[config.mk]
export PLATFORM = sky130hd
export DESIGN_NAME = pipeline_hazard_ctrl_flat
export DESIGN_NICKNAME = d
export VERILOG_FILES = /design/src/rtl/pipeline_hazard_ctrl_if.sv /design/src/rtl/pipeline_hazard_ctrl.sv /design/src/flat_wrapper.sv
export SDC_FILE = /design/constraint.sdc
export NUM_CORES = 1
export LEC_CHECK = 0
export CORE_ASPECT_RATIO = 0.75
export CORE_UTILIZATION = 48
export CTS_CLUSTER_DIAMETER = 200
export DETAILED_ROUTE_END_ITERATION = 10
export PLACE_DENSITY = 0.88
export SLEW_MARGIN = 20
export SYNTH_ARGS = -nofsm -noshare
export SYNTH_HDL_FRONTEND = slang
export SYNTH_SLANG_ARGS = --single-unit
[constraint.sdc]
create_clock -name Clk -period 6.5 [get_ports Clk]
set_clock_uncertainty 0.05 [all_clocks]
set_input_delay 1.95 -clock Clk [delete_from_list [all_inputs] [get_ports Clk]]
set_output_delay 1.95 -clock Clk [all_outputs]
set_load 0.01 [all_outputs]
[src/rtl/pipeline_hazard_ctrl_if.sv]
// Bundle between the hazard controller and the pipeline datapath.
// The datapath side is the master: it supplies hazard sources and consumes enables/flushes.
interface pipeline_hazard_ctrl_if;
  logic [4:0]  IdRs;
  logic [4:0]  IdRt;
  logic        ExMemRead;
  logic [4:0]  ExRt;
  logic        MemBranch;
  logic        MemZero;
  logic        MemAccess;
  logic        PCWrite;
  logic        IFIDWrite;
  logic        IDEXWrite;
  logic        EXMEMWrite;
  logic        MEMWBWrite;
  logic        IFIDFlush;
  logic        IDEXFlush;
  logic        EXMEMFlush;
  logic        PCSrc;
  logic [1:0]  State;
  logic [15:0] StallCount;

  modport master (
    output IdRs, IdRt, ExMemRead, ExRt, MemBranch, MemZero, MemAccess,
    input  PCWrite, IFIDWrite, IDEXWrite, EXMEMWrite, MEMWBWrite,
    input  IFIDFlush, IDEXFlush, EXMEMFlush, PCSrc, State, StallCount
  );

  modport slave (
    input  IdRs, IdRt, ExMemRead, ExRt, MemBranch, MemZero, MemAccess,
    output PCWrite, IFIDWrite, IDEXWrite, EXMEMWrite, MEMWBWrite,
    output IFIDFlush, IDEXFlush, EXMEMFlush, PCSrc, State, StallCount
  );
endinterface

[src/rtl/pipeline_hazard_ctrl.sv]
// Five-stage pipeline hazard controller: load-use bubbles, taken-branch flushes in MEM,
// and whole-pipeline freeze while a multi-cycle data-memory access completes.
module pipeline_hazard_ctrl #(
  parameter int MEM_WAIT = 2
) (
  input  logic                   Clk,
  input  logic                   Rst,
  pipeline_hazard_ctrl_if.slave  bus
);

  localparam logic [1:0] S_RUN     = 2'b00;
  localparam logic [1:0] S_WAIT    = 2'b01;
  localparam bit         HAS_WAIT  = (MEM_WAIT > 0);
  localparam logic [3:0] WAIT_LOAD = HAS_WAIT ? 4'(MEM_WAIT - 1) : 4'd0;

  logic [1:0]  r_state;
  logic [1:0]  w_state_next;
  logic [3:0]  r_cnt;
  logic [3:0]  w_cnt_next;
  logic [15:0] r_stall_count;

  logic w_mem_stall;
  logic w_taken;
  logic w_load_use;
  logic w_pc_write;
  logic w_ifid_write;
  logic w_idex_write;
  logic w_exmem_write;
  logic w_memwb_write;
  logic w_ifid_flush;
  logic w_idex_flush;
  logic w_exmem_flush;
  logic w_pc_src;

  // In WAIT, MemAccess still belongs to the access being serviced, so only RUN may start a wait.
  assign w_mem_stall = ((r_state == S_RUN) && bus.MemAccess && HAS_WAIT) ||
                       ((r_state == S_WAIT) && (r_cnt != 4'd0));
  assign w_taken     = bus.MemBranch & bus.MemZero;
  assign w_load_use  = bus.ExMemRead && (bus.ExRt != 5'd0) &&
                       ((bus.ExRt == bus.IdRs) || (bus.ExRt == bus.IdRt));

  always_comb begin
    w_pc_write    = 1'b1;
    w_ifid_write  = 1'b1;
    w_idex_write  = 1'b1;
    w_exmem_write = 1'b1;
    w_memwb_write = 1'b1;
    w_ifid_flush  = 1'b0;
    w_idex_flush  = 1'b0;
    w_exmem_flush = 1'b0;
    w_pc_src      = 1'b0;
    w_state_next  = S_RUN;
    w_cnt_next    = 4'd0;

    if (Rst) begin
      w_pc_write    = 1'b0;
      w_ifid_write  = 1'b0;
      w_idex_write  = 1'b0;
      w_exmem_write = 1'b0;
      w_memwb_write = 1'b0;
      w_ifid_flush  = 1'b1;
      w_idex_flush  = 1'b1;
      w_exmem_flush = 1'b1;
    end else if (w_mem_stall) begin
      w_pc_write    = 1'b0;
      w_ifid_write  = 1'b0;
      w_idex_write  = 1'b0;
      w_exmem_write = 1'b0;
      w_memwb_write = 1'b0;
      w_state_next  = S_WAIT;
      w_cnt_next    = (r_state == S_RUN) ? WAIT_LOAD : (r_cnt - 4'd1);
    end else if (w_taken) begin
      // Younger instructions are discarded, so a coincident load-use needs no bubble.
      w_pc_src      = 1'b1;
      w_ifid_flush  = 1'b1;
      w_idex_flush  = 1'b1;
      w_exmem_flush = 1'b1;
    end else if (w_load_use) begin
      w_pc_write    = 1'b0;
      w_ifid_write  = 1'b0;
      w_idex_flush  = 1'b1;
    end
  end

  always_ff @(posedge Clk) begin
    if (Rst) begin
      r_state       <= S_RUN;
      r_cnt         <= 4'd0;
      r_stall_count <= 16'd0;
    end else begin
      r_state <= w_state_next;
      r_cnt   <= w_cnt_next;
      if (!w_pc_write && (r_stall_count != 16'hFFFF)) begin
        r_stall_count <= r_stall_count + 16'd1;
      end
    end
  end

  assign bus.PCWrite    = w_pc_write;
  assign bus.IFIDWrite  = w_ifid_write;
  assign bus.IDEXWrite  = w_idex_write;
  assign bus.EXMEMWrite = w_exmem_write;
  assign bus.MEMWBWrite = w_memwb_write;
  assign bus.IFIDFlush  = w_ifid_flush;
  assign bus.IDEXFlush  = w_idex_flush;
  assign bus.EXMEMFlush = w_exmem_flush;
  assign bus.PCSrc      = w_pc_src;
  assign bus.State      = r_state;
  assign bus.StallCount = r_stall_count;

endmodule

[src/flat_wrapper.sv]
// flat-port wrapper written by rule: the top's interface ports become plain ports
module pipeline_hazard_ctrl_flat 
#(
  parameter int MEM_WAIT = 2
)
  (Clk, Rst, bus_IdRs, bus_IdRt, bus_ExMemRead, bus_ExRt, bus_MemBranch, bus_MemZero, bus_MemAccess, bus_PCWrite, bus_IFIDWrite, bus_IDEXWrite, bus_EXMEMWrite, bus_MEMWBWrite, bus_IFIDFlush, bus_IDEXFlush, bus_EXMEMFlush, bus_PCSrc, bus_State, bus_StallCount);
  pipeline_hazard_ctrl_if bus_i ();
  input  logic Clk;
  input  logic Rst;
  input wire logic [$bits(bus_i.IdRs)-1:0] bus_IdRs;
  input wire logic [$bits(bus_i.IdRt)-1:0] bus_IdRt;
  input wire logic [$bits(bus_i.ExMemRead)-1:0] bus_ExMemRead;
  input wire logic [$bits(bus_i.ExRt)-1:0] bus_ExRt;
  input wire logic [$bits(bus_i.MemBranch)-1:0] bus_MemBranch;
  input wire logic [$bits(bus_i.MemZero)-1:0] bus_MemZero;
  input wire logic [$bits(bus_i.MemAccess)-1:0] bus_MemAccess;
  output wire logic [$bits(bus_i.PCWrite)-1:0] bus_PCWrite;
  output wire logic [$bits(bus_i.IFIDWrite)-1:0] bus_IFIDWrite;
  output wire logic [$bits(bus_i.IDEXWrite)-1:0] bus_IDEXWrite;
  output wire logic [$bits(bus_i.EXMEMWrite)-1:0] bus_EXMEMWrite;
  output wire logic [$bits(bus_i.MEMWBWrite)-1:0] bus_MEMWBWrite;
  output wire logic [$bits(bus_i.IFIDFlush)-1:0] bus_IFIDFlush;
  output wire logic [$bits(bus_i.IDEXFlush)-1:0] bus_IDEXFlush;
  output wire logic [$bits(bus_i.EXMEMFlush)-1:0] bus_EXMEMFlush;
  output wire logic [$bits(bus_i.PCSrc)-1:0] bus_PCSrc;
  output wire logic [$bits(bus_i.State)-1:0] bus_State;
  output wire logic [$bits(bus_i.StallCount)-1:0] bus_StallCount;
  assign bus_i.IdRs = bus_IdRs;
  assign bus_i.IdRt = bus_IdRt;
  assign bus_i.ExMemRead = bus_ExMemRead;
  assign bus_i.ExRt = bus_ExRt;
  assign bus_i.MemBranch = bus_MemBranch;
  assign bus_i.MemZero = bus_MemZero;
  assign bus_i.MemAccess = bus_MemAccess;
  assign bus_PCWrite = bus_i.PCWrite;
  assign bus_IFIDWrite = bus_i.IFIDWrite;
  assign bus_IDEXWrite = bus_i.IDEXWrite;
  assign bus_EXMEMWrite = bus_i.EXMEMWrite;
  assign bus_MEMWBWrite = bus_i.MEMWBWrite;
  assign bus_IFIDFlush = bus_i.IFIDFlush;
  assign bus_IDEXFlush = bus_i.IDEXFlush;
  assign bus_EXMEMFlush = bus_i.EXMEMFlush;
  assign bus_PCSrc = bus_i.PCSrc;
  assign bus_State = bus_i.State;
  assign bus_StallCount = bus_i.StallCount;
  pipeline_hazard_ctrl #(.MEM_WAIT(MEM_WAIT)) u_core (.Clk(Clk), .Rst(Rst), .bus(bus_i));
endmodule
**Word level (Yosys, flattened, before mapping)**

Cells that the tools add are included.

- Add/subtract/negate cells: 2
- Eq/ne operators: 4
- Muxes and demuxes: 16
- Bitwise gates (word level): 2
- Reductions and logical operators: 13

Operator list:

| kind | count |
|---|---|
| 16-bit by 1-bit adder with 16-bit output (second input constant) | 1 |
| 1-bit two-way mux | 16 |
| 16-bit != test (second input constant) | 1 |
| 5-bit equality test | 2 |
| 1-bit logical AND | 5 |
| 5-bit nonzero test | 1 |
| 4-bit nonzero test | 1 |
| 4-bit by 1-bit subtractor with 4-bit output (second input constant) | 1 |
| 3-bit OR reduction | 1 |
| 2-bit by 1-bit equality test with 1-bit output (second input constant) | 1 |
| 2-bit zero test | 1 |
| 1-bit logical OR | 2 |
| 2-bit OR reduction | 1 |
| 1-bit AND | 1 |
| 1-bit zero test | 1 |
| 1-bit NOT | 1 |

- Bits in registers: 22
- Output and inout port bits: 27
- Logic and storage cells: 41

**Longest topological paths before layout**

Gate-level depths: netlist of the first run.

- Depth in word-level cells: 9
- Gate-level depth with buffers: 10
- Depth with buffers taken out: 8

**Least setup slack after synthesis of the first run**

No wires, ideal clock.

- Path kind: in2out
- Start: input bus_ExRt[0]
- End: output bus_PCWrite
- Arrival time: 3.346 ns
- Data required time: 4.500 ns
- Slack: 1.154 ns
- Stages on the path: 6
- Cells stage by stage: or4_1 o21a_1 a31oi_4 buf_6 buf_12 buf_4

- Cells in the longest elaborated chain, start to end: 7
- Elaborated cells on any way between the ends: 10
- Classes of those cells: eq/ne (2); mux (4); reduce/logical (4)

Ends and longest elaborated chain:

| what | line | RTL |
|---|---|---|
| from (decl) | flat_wrapper.sv:13 | `input wire logic [$bits(bus_i.ExRt)-1:0] bus_ExRt;` |
| 5-bit equality test / 5-bit nonzero test (equally long branches) | pipeline_hazard_ctrl.sv:40, pipeline_hazard_ctrl.sv:39 |  |
| 1-bit logical OR / 1-bit logical AND (equally long branches) | pipeline_hazard_ctrl.sv:40, pipeline_hazard_ctrl.sv:39 |  |
| 1-bit logical AND (*) | pipeline_hazard_ctrl.sv:39 | `assign w_load_use = bus.ExMemRead && (bus.ExRt != 5'd0) &&` |
| 1-bit two-way mux (*) (4 in series) | -- |  |
| to (decl) | flat_wrapper.sv:17 | `output wire logic [$bits(bus_i.PCWrite)-1:0] bus_PCWrite;` |

Mark *: on every way between the ends. The rest lies on a longest branch, timed or not.

**Final worst setup path of the first run**

- Start: input bus_ExRt[0]
- End: output bus_IFIDWrite

- Cells in the longest elaborated chain, start to end: 7
- Elaborated cells on any way between the ends: 10
- Classes of those cells: eq/ne (2); mux (4); reduce/logical (4)

Ends and longest elaborated chain:

| what | line | RTL |
|---|---|---|
| 5-bit equality test / 5-bit nonzero test (equally long branches) | pipeline_hazard_ctrl.sv:40, pipeline_hazard_ctrl.sv:39 |  |
| 1-bit logical OR / 1-bit logical AND (equally long branches) | pipeline_hazard_ctrl.sv:40, pipeline_hazard_ctrl.sv:39 |  |
| 1-bit logical AND (*) | pipeline_hazard_ctrl.sv:39 |  |
| 1-bit two-way mux (*) | pipeline_hazard_ctrl.sv:78 | `end else if (w_load_use) begin` |
| 1-bit two-way mux (*) | pipeline_hazard_ctrl.sv:72 | `end else if (w_taken) begin` |
| 1-bit two-way mux (*) | pipeline_hazard_ctrl.sv:64 | `end else if (w_mem_stall) begin` |
| 1-bit two-way mux (*) | pipeline_hazard_ctrl.sv:55 | `if (Rst) begin` |
| to (decl) | flat_wrapper.sv:18 | `output wire logic [$bits(bus_i.IFIDWrite)-1:0] bus_IFIDWrite;` |

Marked as above.

==> results_dict.tcl, run 1 <==
set metrics [dict create \
    status "complete, no violations" \
    syn_avg_cell_area_um2 8.971 \
    io_buffers 46 \
    max_freq_mhz 165.3 \
    drc 0 \
    slowest_delay_ps 580 \
    synthArstFlopShare 0 \
    core_mm2 0.002663 \
    die_w_um 63.75 \
    worst_setup_hold_path_clk_slew_ps 80 \
    gp_congestion 0.7484 \
    layout_common_cells "clkdlybuf4s50_1, dfxtp_1, xnor2_1, nand2_1, nor2_1" \
    final_common_cell "clkdlybuf4s50_1" \
    viasPerCell 5.606 \
    cpMostUsedCell "clkdlybuf4s50_1" \
    synth_top_family_by_area "simple AND/OR/NAND/NOR gates" \
    chipHeight_um 48.31 \
    antenna_found_initial 0 \
    final_area_mm2 0.001866 \
    cts_hold_buf 0 \
    num-nets-final 220 \
    cap_violations 0 \
    area.growth.synth_to_final_pct 35.92 \
    dr.pass1.iters 4 \
    synth_fa_ha_area_frac 0.02735 \
    grtUsageTotal 0.2266 \
    placed_cell_area_mm2 0.001819 \
    worst_pin_slew_ps 520.0 \
    initial_utilization 0.5155 \
    first_iter_violations 44 \
    setup_viol 0 \
    post-place-ws_ps 467.3 \
    relSlewSlack 0.6496 \
    cts.htree.levels 1 \
    p_per_area_mw_per_mm2 159.7 \
    synthMuxAreaShare 0.05196 \
    cts_buffers 3 \
    nFillCells 203 \
    syn-num-nets 177 \
    ys_seq_area_frac 0.3063 \
    dpl.hpwl_mm 2.559 \
    period_share 0.9307 \
    wire_per_inst_um 14.35 \
    synth-edff-count 0 \
    hold_path.class "flop to flop" \
    finalSetupTns_ps 0 \
    ys.flop_type "dfxtp_1" \
    grt.overflow.total 0 \
    crit_required_ps 4500 \
    clock_path_buffers 2 \
    synth_xor_area_frac 0.07657 \
    synth_compound_area_frac 0.1659 \
    whs_ps 442.9 \
    vias 1295 \
    path_buf_inv 2 \
    ys_ff_latch 21 \
    grt_max_degree 26 \
    cellLeakagePower_nw 0.6090 \
    crit_path_top_delay_cell "clkdlybuf4s50_1" \
    dieArea_mm2 0.003080 \
    hold_viol_final 0 \
    rows 16 \
    post-cts-setup-buffers 0 \
    cts_tree "built" \
    ys_warn_count 0 \
    cts_root_buf "clkbuf_8" \
    rsz0062_at_grt "no" \
    totalWireLength_mm 3.316 \
    io_pins 48 \
    cp-end-kind "output pin" \
    worst_slack_ps 450.7 \
    cts-resized-gates 0 \
    grt_pass1_vias 1149 \
    worst-path-max-fanout 4 \
    crit_arrival_ps 4050 \
    synthesis.area_mm2 0.001373 \
    grt_pass1_wl_mm 5.388 \
    synth_cell_types 44 \
    synth-simple-area-share 0.2954 \
    drive_gt1_frac 0.1333 \
    critPathKind "input port to output pin" \
    antenna_left 0 \
    ir_drop_mv 0.1613 \
    critPathTopFamily "buffers and inverters" \
    slew_violations 0 \
    crit_chain "clkdlybuf4s50_1, or4_1, o21a_1, a31oi_4, clkdlybuf4s50_1" \
    clk_latency_ps 270 \
    clock_sinks 21 \
    min_period_ps 6049 \
    cp-start-kind "input port" \
    antennaDiodeCount 0 \
    netlist_instances 153 \
]
-- cells in the mapped netlist (all sizes together), types with 7 or more instances --
cell | number | area share
a21oi | 10 | 0.039
buf | 9 | 0.057
dfxtp | 21 | 0.31
nand2 | 11 | 0.030
nand3 | 7 | 0.026
nor2 | 11 | 0.030
o31ai | 7 | 0.042
or4 | 9 | 0.049
xnor2 | 12 | 0.077
-- sequential cells by signal, summed over array words and instances, names as in the netlist --
signal,cells
u_core.bus.State,1
u_core.bus.StallCount,16
u_core.r_cnt,4
-- worst register-to-register path, cell delays in order (launching register included) --
cell and delay [ps]:
dfxtp_1 370, inv_1 80, ha_1 200, nand4bb_1 90, o21ai_0 200, nand2b_1 230
a31oi_4 70, buf_4 240, nor4_2 360, mux2_4 330
-- layer usage --
metal | GRT usage | routed length, µm | vias up
met2 | 0.3706 | 1625 | 30
li1 | - | - | 645
met3 | 0.03774 | 114 | 11
met4 | 0.1288 | 107 | 0
met5 | 0 | 0 | -
met1 | 0.2815 | 1469 | 609
-- cell type report --
cell class	count	area, µm²	area share
clock buffer	3	41.29	0.02213
clock inverter	1	5.005	0.002683
inverter	4	15.01	0.008048
multi-input combinational	117	855.8	0.4588
sequential	21	420.4	0.2254
tap	36	45.04	0.02414
timing repair buffer	49	483.0	0.2589
-- stage by stage --
| stage | util | power, mW | std cells |
|---|---|---|---|
| global route | 0.7007 | 0.3126 | 231 |
| finish | 0.7007 | 0.2978 | 231 |
| detailed placement | 0.6833 | 0.2130 | 227 |
| CTS | 0.7007 | 0.3018 | 231 |
| floorplan | - | 0.1838 | 153 |
| global placement | 0.6833 | 0.2102 | 227 |
-- path summary, 6_finish.rpt --
kind	start	to	slack (ps)	cells after the start
max	bus_ExRt[0]	bus_IFIDWrite	450	5
min	u_core.r_cnt[0]$_SDFF_PP0_	u_core.r_cnt[0]$_SDFF_PP0_	440	1
max reg2reg	u_core.r_cnt[0]$_SDFF_PP0_	u_core.bus.StallCount[9]$_SDFFE_PP0P_	4190	9
min reg2reg	u_core.r_cnt[0]$_SDFF_PP0_	u_core.r_cnt[0]$_SDFF_PP0_	440	1
-- where the power goes --
part           total, mW  internal, mW  switching [mW]  leakage, nW
combinational     0.0722        0.0394          0.0328        0.413
clock             0.0878        0.0428          0.0450       0.0255
sequential         0.138         0.133         0.00491        0.170
total              0.298         0.215          0.0827        0.609
-- kinds of logic (layout without fill, tap and decap cells) --
| group | Yosys count | count (layout) |
|---|---|---|
| XOR/XNOR | 12 | 12 |
| AND/OR/NAND/NOR | 66 | 66 |
| adder cells (fa/ha/maj) | 3 | 3 |
| buffers and inverters | 15 | 57 |
| other | 1 | 1 |
| flip-flops | 21 | 21 |
| multiplexers | 5 | 5 |
| AO/OA/AOI/OAI | 30 | 30 |
Note: power is estimated with default switching activity, not from simulation.
==> run 2, diff against run 1 <==
CORE_MARGIN = 2   (was default)
SKIP_LAST_GASP = 1   (was default)
==> results_dict.tcl, run 2 (same netlist as run 1, synthesis figures left out) <==
set metrics [dict create \
    wire_per_inst_um 14.33 \
    dieArea_mm2 0.003308 \
    min_delay_path_depth 1 \
    ir_drop_mv 0.1723 \
    post-cts-setup-buffers 0 \
    drc 0 \
    cts-resized-gates 0 \
    finalSetupTns_ps 0 \
    hold_viol_final 0 \
    worst_setup_hold_path_clk_slew_ps 80 \
    worst-path-max-fanout 3 \
    largest_reg_flops 16 \
    totalWireLength_mm 3.310 \
    antenna_found_initial 0 \
    cts_buffers 3 \
    final_area_mm2 0.001866 \
    min_period_ps 6014 \
    relSlewSlack 0.6217 \
    cap_violations 0 \
    max_freq_mhz 166.3 \
    crit_required_ps 4500 \
    chipHeight_um 50.31 \
    viasPerCell 5.606 \
    rows 16 \
    grtUsageTotal 0.2079 \
    dr.pass1.iters 4 \
    met3_usage 0.04709 \
    antennaDiodeCount 0 \
    clk_latency_ps 260 \
    io_pins 48 \
    gp_congestion 0.7609 \
    final_common_cell "clkdlybuf4s50_1" \
    p_per_area_mw_per_mm2 159.1 \
    num-nets-final 220 \
    vias 1295 \
    rsz0062_at_grt "no" \
    layout_common_cells "clkdlybuf4s50_1, dfxtp_1, xnor2_1, nand2_1, nor2_1" \
    die_w_um 65.75 \
    hold_path.class "flop to flop" \
    core_mm2 0.002663 \
    period_share 0.9253 \
    critPathKind "input port to output pin" \
    grt_pass1_vias 1194 \
    busiest_layer "met2" \
    first_iter_violations 52 \
    grt_pass1_wl_mm 5.409 \
    setup_viol 0 \
    cts.htree.levels 1 \
    fin_util 0.7007 \
    clock_sinks 21 \
    cts_hold_buf 0 \
    area.growth.synth_to_final_pct 35.92 \
    io_buffers 46 \
    placed_cell_area_mm2 0.001819 \
    initial_utilization 0.5155 \
    grtUsageMet2 0.3636 \
    status "complete, no violations" \
    clock_path_buffers 2 \
    cts_tree "built" \
    reg2reg_depth 9 \
    cellLeakagePower_nw 0.6090 \
    cp-start-kind "input port" \
    cts_root_buf "clkbuf_8" \
    grt_max_degree 27 \
    slew_violations 0 \
    worst_pin_slew_ps 561.5 \
    grt.overflow.total 0 \
    dpl.hpwl_mm 2.515 \
    grt_util_met1 0.2660 \
    antenna_left 0 \
    crit_arrival_ps 4010 \
    cp-end-kind "output pin" \
    p_total_mw 0.2969 \
    drive_gt1_frac 0.1333 \
]
run 2: cell counts in the layout (fill, tap and decap cells not counted):
Identical to the previous run, type by type.
run 2: layout make-up:
type	count	area [µm²]
repair buffers	49	483.0
clock inverters	1	5.005
multi-input cells	117	855.8
inverters	4	15.01
well taps	36	45.04
flip-flops and latches	21	420.4
fillers	206	797.0
clock buffers	3	41.29
run 2: final timing paths:
check / slack [ps] / from / endpoint
setup reg to reg: 4160 / u_core.r_cnt[0]$_SDFF_PP0_ / u_core.bus.StallCount[6]$_SDFFE_PP0P_
hold / removal: 440 / u_core.r_cnt[0]$_SDFF_PP0_ / u_core.r_cnt[0]$_SDFF_PP0_
setup / recovery: 490 / bus_ExRt[0] / bus_PCWrite
hold reg to reg: 440 / u_core.r_cnt[0]$_SDFF_PP0_ / u_core.r_cnt[0]$_SDFF_PP0_
run 2: critical path: stages:
cell and delay [ps]:
clkdlybuf4s50_1 470, or4_1 550, o21a_1 230, a31oi_4 240
clkdlybuf4s50_1 580
run 2: power by group:
part | internal, mW | leakage, nW | total [mW] | switching (mW)
clock | 0.0428 | 0.0255 | 0.0873 | 0.0445
sequential | 0.133 | 0.170 | 0.138 | 0.00511
combinational | 0.0394 | 0.413 | 0.0716 | 0.0322
run 2: metal layers:
layer	part of all wire	wire, µm
met4	0.0051	17
met1	0.46	1511
met2	0.51	1703
met3	0.024	79
met5	0	0
run 2: metrics by stage:
stage,std cells,setup WS [ps],hold WS [ps]
finish,231,485.8,438.3
global route,231,433.7,454.9
CTS,231,484.4,444.2
detailed placement,227,491.7,427.4
global placement,227,533.7,420.1
floorplan,153,1154,394.9
